File: src/rtl/uc_multiciclo_pkg.sv
// Shared types and constants for the multicycle control unit:
// sequencer state encodings, opcode constants and the decoded control bundle.
package uc_multiciclo_pkg;

    typedef enum logic [1:0] {
        IDLE  = 2'd0,
        FETCH = 2'd1,
        EXEC  = 2'd2,
        HALT  = 2'd3
    } state_t;

    localparam logic [5:0] OP_NOP  = 6'b000000;
    localparam logic [5:0] OP_J    = 6'b000001;
    localparam logic [5:0] OP_JZ   = 6'b000010;
    localparam logic [5:0] OP_JNZ  = 6'b000011;
    localparam logic [5:0] OP_HALT = 6'b111111;

    // Upper three opcode bits select the instruction group
    localparam logic [2:0] GRP_ALU = 3'b001;
    localparam logic [2:0] GRP_LI  = 3'b010;

    typedef struct packed {
        logic       s_inc;
        logic       s_inm;
        logic       we3;
        logic       wez;
        logic [2:0] op;
        logic       pc_en;
        logic       is_halt;
        logic       is_illegal;
    } ctrl_t;

endpackage

File: src/rtl/uc_multiciclo_if.sv
// Control-unit <-> datapath bundle: opcode/flag/run inputs, control and status outputs.
// master = control unit, slave = datapath / environment.
interface uc_multiciclo_if #(
    parameter int OPW  = 6,
    parameter int CNTW = 16
);
    logic            run;
    logic [OPW-1:0]  Opcode;
    logic            z;
    logic            s_inc;
    logic            s_inm;
    logic            we3;
    logic            wez;
    logic [2:0]      Op;
    logic            pc_en;
    logic            halted;
    logic            illegal;
    logic [CNTW-1:0] instr_cnt;

    modport master (
        input  run, Opcode, z,
        output s_inc, s_inm, we3, wez, Op, pc_en, halted, illegal, instr_cnt
    );

    modport slave (
        output run, Opcode, z,
        input  s_inc, s_inm, we3, wez, Op, pc_en, halted, illegal, instr_cnt
    );
endinterface

File: src/rtl/uc_multiciclo_decode.sv
// Combinational instruction decoder: latched opcode plus zero flag to control bundle.
// Its outputs are only meaningful while the sequencer is in EXEC.
module uc_multiciclo_decode
    import uc_multiciclo_pkg::*;
(
    input  logic [5:0] ir_op,
    input  logic       z,
    output ctrl_t      ctrl
);

    always_comb begin
        ctrl            = '0;
        ctrl.s_inc      = 1'b1;
        ctrl.pc_en      = 1'b1;
        // Exact opcodes take priority over the group matches below
        if (ir_op == OP_NOP) begin
            ctrl.s_inc = 1'b1;
        end else if (ir_op == OP_J) begin
            ctrl.s_inc = 1'b0;
        end else if (ir_op == OP_JZ) begin
            ctrl.s_inc = ~z;
        end else if (ir_op == OP_JNZ) begin
            ctrl.s_inc = z;
        end else if (ir_op == OP_HALT) begin
            ctrl.pc_en   = 1'b0;
            ctrl.is_halt = 1'b1;
        end else if (ir_op[5:3] == GRP_ALU) begin
            ctrl.op  = ir_op[2:0];
            ctrl.we3 = 1'b1;
            ctrl.wez = 1'b1;
        end else if (ir_op[5:3] == GRP_LI) begin
            ctrl.s_inm = 1'b1;
            ctrl.we3   = 1'b1;
        end else begin
            ctrl.is_illegal = 1'b1;
        end
    end

endmodule

File: src/rtl/uc_multiciclo.sv
// Two-cycle FETCH/EXEC control unit with run/halt handshake, sticky illegal-opcode
// flag and saturating retired-instruction counter.
module uc_multiciclo
    import uc_multiciclo_pkg::*;
#(
    parameter int OPW  = 6,
    parameter int CNTW = 16
) (
    input  logic             clk,
    input  logic             reset,
    uc_multiciclo_if.master  bus
);

    localparam logic [CNTW-1:0] CNT_MAX = '1;

    state_t          state;
    state_t          state_nxt;
    logic [OPW-1:0]  ir_op;
    logic [CNTW-1:0] instr_cnt;
    logic            illegal;
    ctrl_t           dec;

    uc_multiciclo_decode u_decode (
        .ir_op (ir_op),
        .z     (bus.z),
        .ctrl  (dec)
    );

    always_ff @(posedge clk or negedge reset) begin
        if (!reset) begin
            state <= IDLE;
        end else begin
            state <= state_nxt;
        end
    end

    // Opcode is captured once per instruction so later changes on the bus cannot disturb EXEC
    always_ff @(posedge clk or negedge reset) begin
        if (!reset) begin
            ir_op <= '0;
        end else if (state == FETCH) begin
            ir_op <= bus.Opcode;
        end
    end

    always_ff @(posedge clk or negedge reset) begin
        if (!reset) begin
            instr_cnt <= '0;
            illegal   <= 1'b0;
        end else if (state == EXEC) begin
            if (!dec.is_halt && instr_cnt != CNT_MAX) begin
                instr_cnt <= instr_cnt + 1'b1;
            end
            if (dec.is_illegal) begin
                illegal <= 1'b1;
            end
        end
    end

    always_comb begin
        state_nxt = state;
        bus.s_inc = 1'b1;
        bus.s_inm = 1'b0;
        bus.we3   = 1'b0;
        bus.wez   = 1'b0;
        bus.Op    = 3'b000;
        bus.pc_en = 1'b0;
        case (state)
            IDLE: begin
                if (bus.run) begin
                    state_nxt = FETCH;
                end
            end
            FETCH: begin
                state_nxt = EXEC;
            end
            EXEC: begin
                bus.s_inc = dec.s_inc;
                bus.s_inm = dec.s_inm;
                bus.we3   = dec.we3;
                bus.wez   = dec.wez;
                bus.Op    = dec.op;
                bus.pc_en = dec.pc_en;
                if (dec.is_halt) begin
                    state_nxt = HALT;
                end else if (bus.run) begin
                    state_nxt = FETCH;
                end else begin
                    state_nxt = IDLE;
                end
            end
            HALT: begin
                state_nxt = HALT;
            end
            default: begin
                state_nxt = IDLE;
            end
        endcase
    end

    assign bus.halted    = (state == HALT);
    assign bus.illegal   = illegal;
    assign bus.instr_cnt = instr_cnt;

endmodule
File: src/flat_wrapper.sv
// flat-port wrapper written by rule: the top's interface ports become plain ports
module uc_multiciclo_flat import uc_multiciclo_pkg::*;
#(
    parameter int OPW  = 6,
    parameter int CNTW = 16
)
  (clk, reset, bus_run, bus_Opcode, bus_z, bus_s_inc, bus_s_inm, bus_we3, bus_wez, bus_Op, bus_pc_en, bus_halted, bus_illegal, bus_instr_cnt);
  uc_multiciclo_if #(.OPW(OPW), .CNTW(CNTW)) bus_i ();
  input  logic clk;
  input  logic reset;
  input wire logic [$bits(bus_i.run)-1:0] bus_run;
  input wire logic [$bits(bus_i.Opcode)-1:0] bus_Opcode;
  input wire logic [$bits(bus_i.z)-1:0] bus_z;
  output wire logic [$bits(bus_i.s_inc)-1:0] bus_s_inc;
  output wire logic [$bits(bus_i.s_inm)-1:0] bus_s_inm;
  output wire logic [$bits(bus_i.we3)-1:0] bus_we3;
  output wire logic [$bits(bus_i.wez)-1:0] bus_wez;
  output wire logic [$bits(bus_i.Op)-1:0] bus_Op;
  output wire logic [$bits(bus_i.pc_en)-1:0] bus_pc_en;
  output wire logic [$bits(bus_i.halted)-1:0] bus_halted;
  output wire logic [$bits(bus_i.illegal)-1:0] bus_illegal;
  output wire logic [$bits(bus_i.instr_cnt)-1:0] bus_instr_cnt;
  assign bus_i.run = bus_run;
  assign bus_i.Opcode = bus_Opcode;
  assign bus_i.z = bus_z;
  assign bus_s_inc = bus_i.s_inc;
  assign bus_s_inm = bus_i.s_inm;
  assign bus_we3 = bus_i.we3;
  assign bus_wez = bus_i.wez;
  assign bus_Op = bus_i.Op;
  assign bus_pc_en = bus_i.pc_en;
  assign bus_halted = bus_i.halted;
  assign bus_illegal = bus_i.illegal;
  assign bus_instr_cnt = bus_i.instr_cnt;
  uc_multiciclo #(.OPW(OPW), .CNTW(CNTW)) u_core (.clk(clk), .reset(reset), .bus(bus_i));
endmodule
File: config.mk
export PLATFORM = sky130hd
export DESIGN_NAME = uc_multiciclo_flat
export DESIGN_NICKNAME = d
export VERILOG_FILES = /design/src/rtl/uc_multiciclo_pkg.sv /design/src/rtl/uc_multiciclo_if.sv /design/src/rtl/uc_multiciclo_decode.sv /design/src/rtl/uc_multiciclo.sv /design/src/flat_wrapper.sv
export SDC_FILE = /design/constraint.sdc
export NUM_CORES = 1
export LEC_CHECK = 0
export CAP_MARGIN = 5
export CORE_UTILIZATION = 50
export CTS_BUF_LIST = sky130_fd_sc_hd__clkbuf_16
export CTS_CLUSTER_DIAMETER = 150
export DETAILED_ROUTE_END_ITERATION = 10
export PLACE_DENSITY = 0.82
export SLEW_MARGIN = 25
export SYNTH_ARGS = -nofsm -noshare
export SYNTH_HDL_FRONTEND = slang
export SYNTH_SLANG_ARGS = --single-unit
export TNS_END_PERCENT = 30
File: constraint.sdc
create_clock -name clk -period 2.7 [get_ports clk]
set_input_delay 0.81 -clock clk [delete_from_list [all_inputs] [get_ports clk]]
set_output_delay 0.81 -clock clk [all_outputs]
set_load 0.02 [all_outputs]
# After elaboration in Yosys (flattened, before gate mapping)
# Index checks and enable logic that the tools add are counted.
[totals] regBits=25 input_bits=10 out_inout_bits=26 wordCells=50
[op_classes] add_sub_neg=1 eq_ne=11 muxes=27 bitwise=1 reduce_logical=6
[ops] cell="9-bit two-way mux" n=4
[ops] cell="16-bit by 1-bit adder with 16-bit output, second input constant" n=1
[ops] cell="16-bit inequality test, second input constant" n=1
[ops] cell="1-bit two-way mux" n=15
[ops] cell="6-bit by 2-bit equality test with 1-bit output, second input constant" n=2
[ops] cell="2-bit two-way mux" n=4
[ops] cell="2-bit case mux with 4 select lines" n=1
[ops] cell="6-bit by 1-bit equality test with 1-bit output, second input constant" n=1
[ops] cell="6-bit equality test, second input constant" n=1
[ops] cell="6-bit logical NOT" n=1
[ops] cell="6-bit two-way mux" n=1
[ops] cell="2-bit equality test, second input constant" n=2
[ops] cell="4-bit two-way mux" n=1
[ops] cell="2-bit AND reduction" n=2
[ops] cell="3-bit by 1-bit equality test with 1-bit output, second input constant" n=1
[ops] cell="3-bit by 2-bit equality test with 1-bit output, second input constant" n=1
[ops] cell="3-bit two-way mux" n=1
[ops] cell="2-bit by 1-bit equality test with 1-bit output, second input constant" n=1
[ops] cell="2-bit logical NOT" n=1
[ops] cell="2-bit inequality test, second input constant" n=1
[ops] cell="1-bit logical AND" n=1
[ops] cell="1-bit logical NOT" n=1
[ops] cell="1-bit NOT" n=1

# Logic depth before layout (Yosys ltp)
# Gate-level depths: netlist of run 1.
[depth] depth_word=11 depth_mapped=6 mapped_depth_nobuf=5

# Cells and area by module
# A second synthesis of run 1 with hierarchy kept.
[hier_totals] hier_cells=122 area_unflattened_um2=1357.6
[by_module_without_submodules] mod="uc_multiciclo" instances=1 cells_each=104 area_per_inst_um2=1236.2 seq_area_each_um2=625.6
[by_module_without_submodules] mod="uc_multiciclo_decode" instances=1 cells_each=18 area_per_inst_um2=121.4 seq_area_each_um2=0.0

# Worst setup path after synthesis of run 1
# No wires, ideal clock.
[synth_timing] path_type="register -> output" from="register u_core.state[0]" to="output port bus_Op[0]" arrival_time_ns=1.806 required_time_ns=1.890 path_slack_ns=0.084 stages_incl_launch_ff=4 path_buffers=0 cell_sequence="dfrtp_1 nand2b_1 nor4b_1 and2_1"
[synth_via] elab_chain_len=2
[synth_lines] element="start: declaration" line="uc_multiciclo.sv:16" rtl="state_t state;"
[synth_lines] element="start signal: assignment" line="uc_multiciclo.sv:33" rtl="state <= state_nxt;"
[synth_lines] element="2-bit equality test" line="uc_multiciclo.sv:68" rtl="case (state)"
[synth_lines] element="3-bit two-way mux" line="uc_multiciclo.sv:68"
[synth_lines] element="end: declaration" line="flat_wrapper.sv:18" rtl="output wire logic [$bits(bus_i.Op)-1:0] bus_Op;"
# Every way passes these cells.

# Worst setup path in the final report of run 1
[layout_timing] from="register u_core.state[0]" to="output port bus_pc_en"
[layout_via] elab_chain_len=2
[layout_lines] element="2-bit equality test" line="uc_multiciclo.sv:68"
[layout_lines] element="1-bit two-way mux" line="uc_multiciclo.sv:68"
[layout_lines] element="end: declaration" line="flat_wrapper.sv:19" rtl="output wire logic [$bits(bus_i.pc_en)-1:0] bus_pc_en;"
# Every way passes these cells.

==> metrics.md, run 1 <==
| Metric | Value |
|---|---|
| Initial DRC count | 23 |
| Slew Limit Headroom | 0.612 |
| RSZ-0062 raised after global routing | false |
| Switch Pwr | around 600 uW |
| Vias | between 1000 and 1500 |
| Critical Path RT | roughly 1.9 ns |
| Vias per std cell | 5.76 |
| Tcrit/Tclk final | 0.953 |
| Gate power share | 0.411 |
| I/O pins | 36 |
| CTS tree | built |
| Power per cell area | 917 mW/mm^2 |
| Area grow syn2layout | 39.4% |
| Total power | 1610 uW |
| Reg power frac | 0.387 |
| Share of post-route cells with drive strength above 1 | 0.166 |
| Dpl ws | -0.281 ns |
| WP buf/inv | 3 |
| Yosys Warn Count | 0 |
| Synth area leader | dfrtp_1 |
| CTS root buf | clkbuf_16 |
| Die W | 52.2 um |
| Number of distinct library cells after synthesis | 29 |
| Sw Ratio | 0.371 |
| FF+latch count, synth | 25 |
| Top cells by area, synth | dfrtp_1 50%, xor2_1 9.8%, mux2_2 7.2% |
| DRC Markers | 0 |
| Max Fclk | approximately 390 MHz |
| Antenna violations before repair | 0 |
| Worst hold path type | register to register |
| Syn Nets | between 100 and 150 |
| Power share of the clock group | 0.202 |
| # setup viols final | 0 |
| Antenna viol nets, final | 0 |
| Final wirelength | 2820 um |
| Top-area cell type share of the netlist area | 0.498 |
| Die area | 0.00272 sq mm |
| CTS Sinks | 25 |
| Crit path cell chain | buf_4, nor2b_1, o21ai_2, inv_1, clkdlybuf4s50_1 |
| Cts bufs inserted | 3 |
| Worst Tran Pin Value | 0.578 ns |
| H-Tree Depth | 1 |
| Number of diodes | 0 |
| WL per Instance | 15.2 um |
| Tmin final | about 2.6 ns |
| Slowest cell delay on critical path | about 0.59 ns |
| Internal power | 1010 uW |
| Starting Density | 0.547 |
| CORE AREA | about 0.0023 sq mm |
| Clock latency on the worst-skew pair | about 0.26 ns |
| Synth Cell Area | 0.00126 sq mm |
| Die Ht | about 52 um |
| Status | finished clean |
| LEAKAGE | 0.000800 uW |
| I/O Buffers | 35 |
| Gp weighted congestion | around 0.8 |
| Post-CTS Hold Fix Bufs | 0 |
| Cells after Synth | 115 |
| Largest net degree at the start of global routing | 26 |
| Max-Cap Viols | 0 |
| CP max stage cell | clkdlybuf4s50_1 |
| Fin worst setup slack | about 0.13 ns |
| Top Family by Delay on Critical Path | buffers and inverters |
| Worst-path clk slew | about 0.06 ns |
| Site Rows | 17 |
| Syn Area/Cell | approximately 11 sq um |
| Total GRT Usage | 0.234 |
| First-pass iteration count of the detailed router | 4 |
| Filler Cells Inserted | 175 |
| Final hold viol count | 0 |
| Hold_ws | between 0.4 and 0.5 ns |
| Worst setup SP type | register |
| CP endpoint kind | output pin |
| Number of global-route vias before repair | between 1000 and 1500 |
| Setup Skew | approximately 0.00071 ns |
| CP max FO | 6 |
| Total gr overflow | 0 |
| Crit path kind | register to output pin |
| Post-synthesis sequential area ratio | 0.498 |
| DP HPWL | ~2000 um |
| CP arrival | ~1.8 ns |
| Peak VDD IR | 0.810 mV |
| Max Slew Vio Count | 0 |
| First-pass GRT wire length | approximately 4700 um |
| Buffer depth of the longest clock path | 2 |
| Fin nets | roughly 170 |
==> cells in the mapped netlist, drive strengths merged <==
cell / number
dfrtp: 25
xor2: 14
mux2: 8
nand2: 8
nor3: 8
nor4: 8
nand3: 6
nand4: 6
and2: 4
nor2: 4
inv: 3
o21ai: 3
buf: 2
nand2b: 2
nor2b: 2
nor4b: 2
xnor2: 2
a21o: 1
and4: 1
clkbuf: 1
ha: 1
nor3b: 1
o31ai: 1
or2: 1
or4: 1
==> cell type report <==
class | count | area, sq um | area share
well taps | 28 | 35.0 | 0.0200
multi-input cells | 84 | 613 | 0.350
repair buffers | 41 | 388 | 0.221
flip-flops and latches | 25 | 626 | 0.357
clock buffers | 3 | 75.1 | 0.0428
inverters | 3 | 11.3 | 0.00642
clock inverters | 1 | 5.00 | 0.00286
==> through the flow <==
step,util,instance area (sq um),setup TNS [ns],std cells
floorplan,-,1260,0,115
global placement,0.731,1680,-0.221,181
detailed placement,0.731,1680,-0.281,181
CTS,0.765,1760,0,185
global route,0.763,1750,0,185
finish,0.763,1750,0,185
==> repair_timing <==
action,4_1_cts,5_1_grt
gates resized for setup,7,2
buffers inserted,0,0
endpoints found under the hold margin,0,0
setup endpoints to repair,5,2
==> power by group through the flow <==
stage	logic, uW	clock network (uW)	registers (uW)
6_report	661	326	622
5_1_grt	717	346	642
4_1_cts	663	331	620
3_5_place_dp	662	0	627
3_3_place_gp	646	0	616
2_1_floorplan	339	0	661
==> state kept, by name, indices dropped and copies added, names as in the netlist <==
| name | flops |
|---|---|
| u_core.ir_op | 6 |
| u_core.bus.illegal | 1 |
| u_core.bus.instr_cnt | 16 |
| u_core.state | 2 |
==> cell families after synthesis <==
| group | count (synthesis) | synth area share |
|---|---|---|
| AOI/OAI and AO/OA | 5 | 0.0269 |
| xor gates and xnor gates | 16 | 0.111 |
| muxes | 8 | 0.0716 |
| adders and majority gates | 1 | 0.00995 |
| and+or+nand+nor | 54 | 0.263 |
| buffers and inverters | 6 | 0.0199 |
| DFF | 25 | 0.498 |
==> final timing paths <==
kind,start,slack (ns),cells after the start,endpoint
worst max-delay path,u_core.state[0],0.13,5,bus_pc_en
worst min-delay path,u_core.bus.illegal,0.46,2,u_core.bus.illegal
worst max register to register,u_core.bus.instr_cnt[0],0.63,6,u_core.bus.instr_cnt[1]
worst min register to register,u_core.bus.illegal,0.46,2,u_core.bus.illegal
max in group asynchronous,reset,1.55,2,u_core.bus.instr_cnt[8]
min in group asynchronous,reset,0.91,2,u_core.state[0]
==> per-layer routing <==
metal / vias up / track usage / wire (um)
li1: 498 / - / -
met1: 522 / 0.315 / 1270
met2: 40 / 0.370 / 1370
met3: 5 / 0.0614 / 139
met4: 0 / 0.0658 / 39
met5: - / 0 / 0
==> worst reg2reg max path: stages (launching register included) <==
cell and delay [ns]:
dfrtp_1 0.40, ha_1 0.23, nand4_1 0.14, nor4_2 0.57, buf_4 0.26, nor2_1 0.08, mux2_2 0.28
==> cell usage in the layout, fill, tap and decap left out, drive strengths merged, types with 2 or more instances in the layout <==
master,n
and2,4
buf,7
clkbuf,3
clkdlybuf4s50,29
dfrtp,25
dlygate4sd2,4
inv,3
mux2,8
nand2,8
nand2b,2
nand3,6
nand4,6
nor2,4
nor2b,2
nor3,8
nor4,8
nor4b,2
o21ai,3
xnor2,2
xor2,14
Power figures use the tool's default switching activity.
==> inputs of run 2 (changes only) <==
CORE_MARGIN = 2   (was default)
CORE_UTILIZATION = 57   (was 50)
DONT_BUFFER_PORTS = 1   (was default)
PLACE_DENSITY = 0.71   (was 0.82)
clock period = 3.22 ns   (was 2.7 ns; I/O delays follow)
==> metrics.md, run 2 (synthesis gave the netlist of run 1 again) <==
| Metric | Value |
|---|---|
| Slowest cell delay on critical path | 0.42 ns |
| LEAKAGE | 0.000629 uW |
| Share of post-route cells with drive strength above 1 | 0.183 |
| Most common cell after layout, fill and taps aside | dfrtp_1 |
| Cts bufs inserted | 3 |
| Site Rows | 17 |
| Fin worst setup slack | a little under 0.7 ns |
| Fin nets | around 130 |
| Met3 usage | 0.0643 |
| Die Ht | 51.0 um |
| Post-CTS Resized | 0 |
| CP max FO | 7 |
| Filler Cells Inserted | roughly 170 |
| Power share of the clock group | 0.224 |
| Tmin final | ~2.5 ns |
| Vias per std cell | ~5.9 |
| Power per cell area | between 800 and 900 mW/mm^2 |
| Top Family by Delay on Critical Path | simple AND/OR/NAND/NOR gates |
| Crit path cell chain | nand2b_1, nor4b_1, buf_4, and2_1 |
| Worst Tran Pin Value | 0.626 ns |
| Non-filler cells, final | roughly 150 |
| GRT busiest layer | met2 |
| Dpl ws | 0.897 ns |
| Placed inst area | around 0.0013 sq mm |
| Post-route cell area | between 0.001 and 0.0015 sq mm |
| Max-Cap Viols | 0 |
| First-pass iteration count of the detailed router | 4 |
| DRC Markers | 0 |
| Critical Path RT | ~2.3 ns |
| Internal power | 725 uW |
| WP depth | 4 |
| CP arrival | 1.57 ns |
| CORE AREA | around 0.0021 sq mm |
| Gp weighted congestion | 0.778 |
| Final hold viol count | 0 |
| CP max stage cell | dfrtp_1 |
| Area grow syn2layout | 10.8% |
| RSZ-0062 raised after global routing | false |
| Status | finished clean |
| I/O pins | 36 |
| Number of global-route vias before repair | between 800 and 900 |
| Number of diodes | 0 |
| Vias | ~870 |
| Buffer depth of the longest clock path | 2 |
| Initial DRC count | 23 |
| H-Tree Depth | 1 |
| I/O Buffers | 0 |
| Die W | 51.0 um |
| Clock latency on the worst-skew pair | 0.25 ns |
| Final wirelength | approximately 2200 um |
| DP HPWL | roughly 1600 um |
| Largest net degree at the start of global routing | 26 |
| First-pass GRT wire length | roughly 3700 um |
| TNS Setup | 0 ns |
| # setup viols final | 0 |
| Total gr overflow | 0 |
| Max Slew Vio Count | 0 |
| Total GRT Usage | 0.189 |
| Worst R2R Path Depth | 6 |
| WL per Instance | ~15 um |
| Worst hold path type | primary input to asynchronous set/reset pin |
| Reg power frac | 0.497 |
| CTS tree | built |
| Largest Register | u_core.bus.instr_cnt |
| Setup Skew | between 0.002 and 0.0025 ns |
| Sw Ratio | 0.383 |
| Placed insts | approximately 140 |
| Max Fclk | between 300 and 400 MHz |
| Switch Pwr | between 400 and 500 uW |
| Postcts setup bufs | 0 |
| Max reg flops | 16 |
| Commonest cells after routing, fill and taps aside | 25 x dfrtp_1, 14 x xor2_1, 8 x nand2_1, 8 x nor3_1, 8 x mux2_2 |
| Starting Density | 0.585 |
| Antenna viol nets, final | 0 |
| Regs by FF count | u_core.bus.instr_cnt x16, u_core.ir_op x6, u_core.state x2 |
| Post-CTS Hold Fix Bufs | 0 |
| CTS root buf | clkbuf_16 |
| Crit path kind | register to output pin |
| Gate power share | 0.278 |
| M2 GR Usage | 0.290 |
| WP buf/inv | 1 |
| Worst-path clk slew | 0.06 ns |
| Slew Limit Headroom | 0.580 |
| CTS Sinks | 25 |
| Tcrit/Tclk final | 0.789 |
| GRT met1 Usage | 0.249 |
| Die area | 0.00260 sq mm |
| Peak VDD IR | approximately 0.63 mV |
| Final core occ | 0.649 |
| Antenna violations before repair | 0 |
| Worst setup SP type | register |
| CP endpoint kind | output pin |
-- run 2: changes by cell type in the layout (fill, tap and decap cells not counted), sizes merged --
cell           delta
clkdlybuf4s50    -29
buf               -3
clkinv            -1
dlygate4sd2       -4
inv               +1
dlymetal6s2s      -1
-- run 2: final timing paths --
| path | from | end | slack [ns] |
|---|---|---|---|
| worst max-delay path | u_core.state[0] | bus_Op[1] | 0.68 |
| worst min-delay path | reset | u_core.state[0] | 0.40 |
| worst max register to register | u_core.bus.instr_cnt[0] | u_core.bus.instr_cnt[1] | 1.00 |
| worst min register to register | u_core.state[0] | u_core.state[1] | 0.55 |
| max in group asynchronous | reset | u_core.bus.instr_cnt[9] | 2.74 |
| min in group clk | u_core.state[0] | u_core.state[1] | 0.55 |
-- run 2: power groups by stage --
stage	sequential (uW)	combinational, uW	clock [uW]
after floorplan	554	284	0
after global placement	581	323	0
after detailed placement	588	327	0
after CTS	583	331	272
after global routing	601	367	281
final	584	327	264
-- run 2: through the flow --
| step | total power [uW] | hold slack [ns] |
|---|---|---|
| after detailed placement | 915 | 0.536 |
| after global routing | 1250 | 0.394 |
| after CTS | 1190 | 0.398 |
| final | 1170 | 0.405 |
| after global placement | 904 | 0.522 |
| after floorplan | 838 | 0.498 |
-- run 2: layer usage --
metal	share of wire	up-vias
li1	-	423
met1	0.48	425
met2	0.46	21
met3	0.049	2
met4	0.0096	0
met5	0	-
-- run 2: final cells by class --
class	instances	area (sq um)	share of cell area
clock buffers	3	75.1	0.0539
clock inverters	1	3.75	0.00269
inverters	3	11.3	0.00808
multi-input cells	84	613	0.440
flip-flops and latches	25	626	0.449
well taps	28	35.0	0.0251
repair buffers	4	30.0	0.0215
-- run 2: worst reg2reg max path, delay by kind of cell, from the launching register on --
kind                     cells  cell delay (ns)
buffers and inverters        1             0.27
AND/OR/NAND/NOR              3             0.80
adder cells (fa/ha/maj)      1             0.25
flip-flops                   1             0.51
multiplexers                 1             0.28
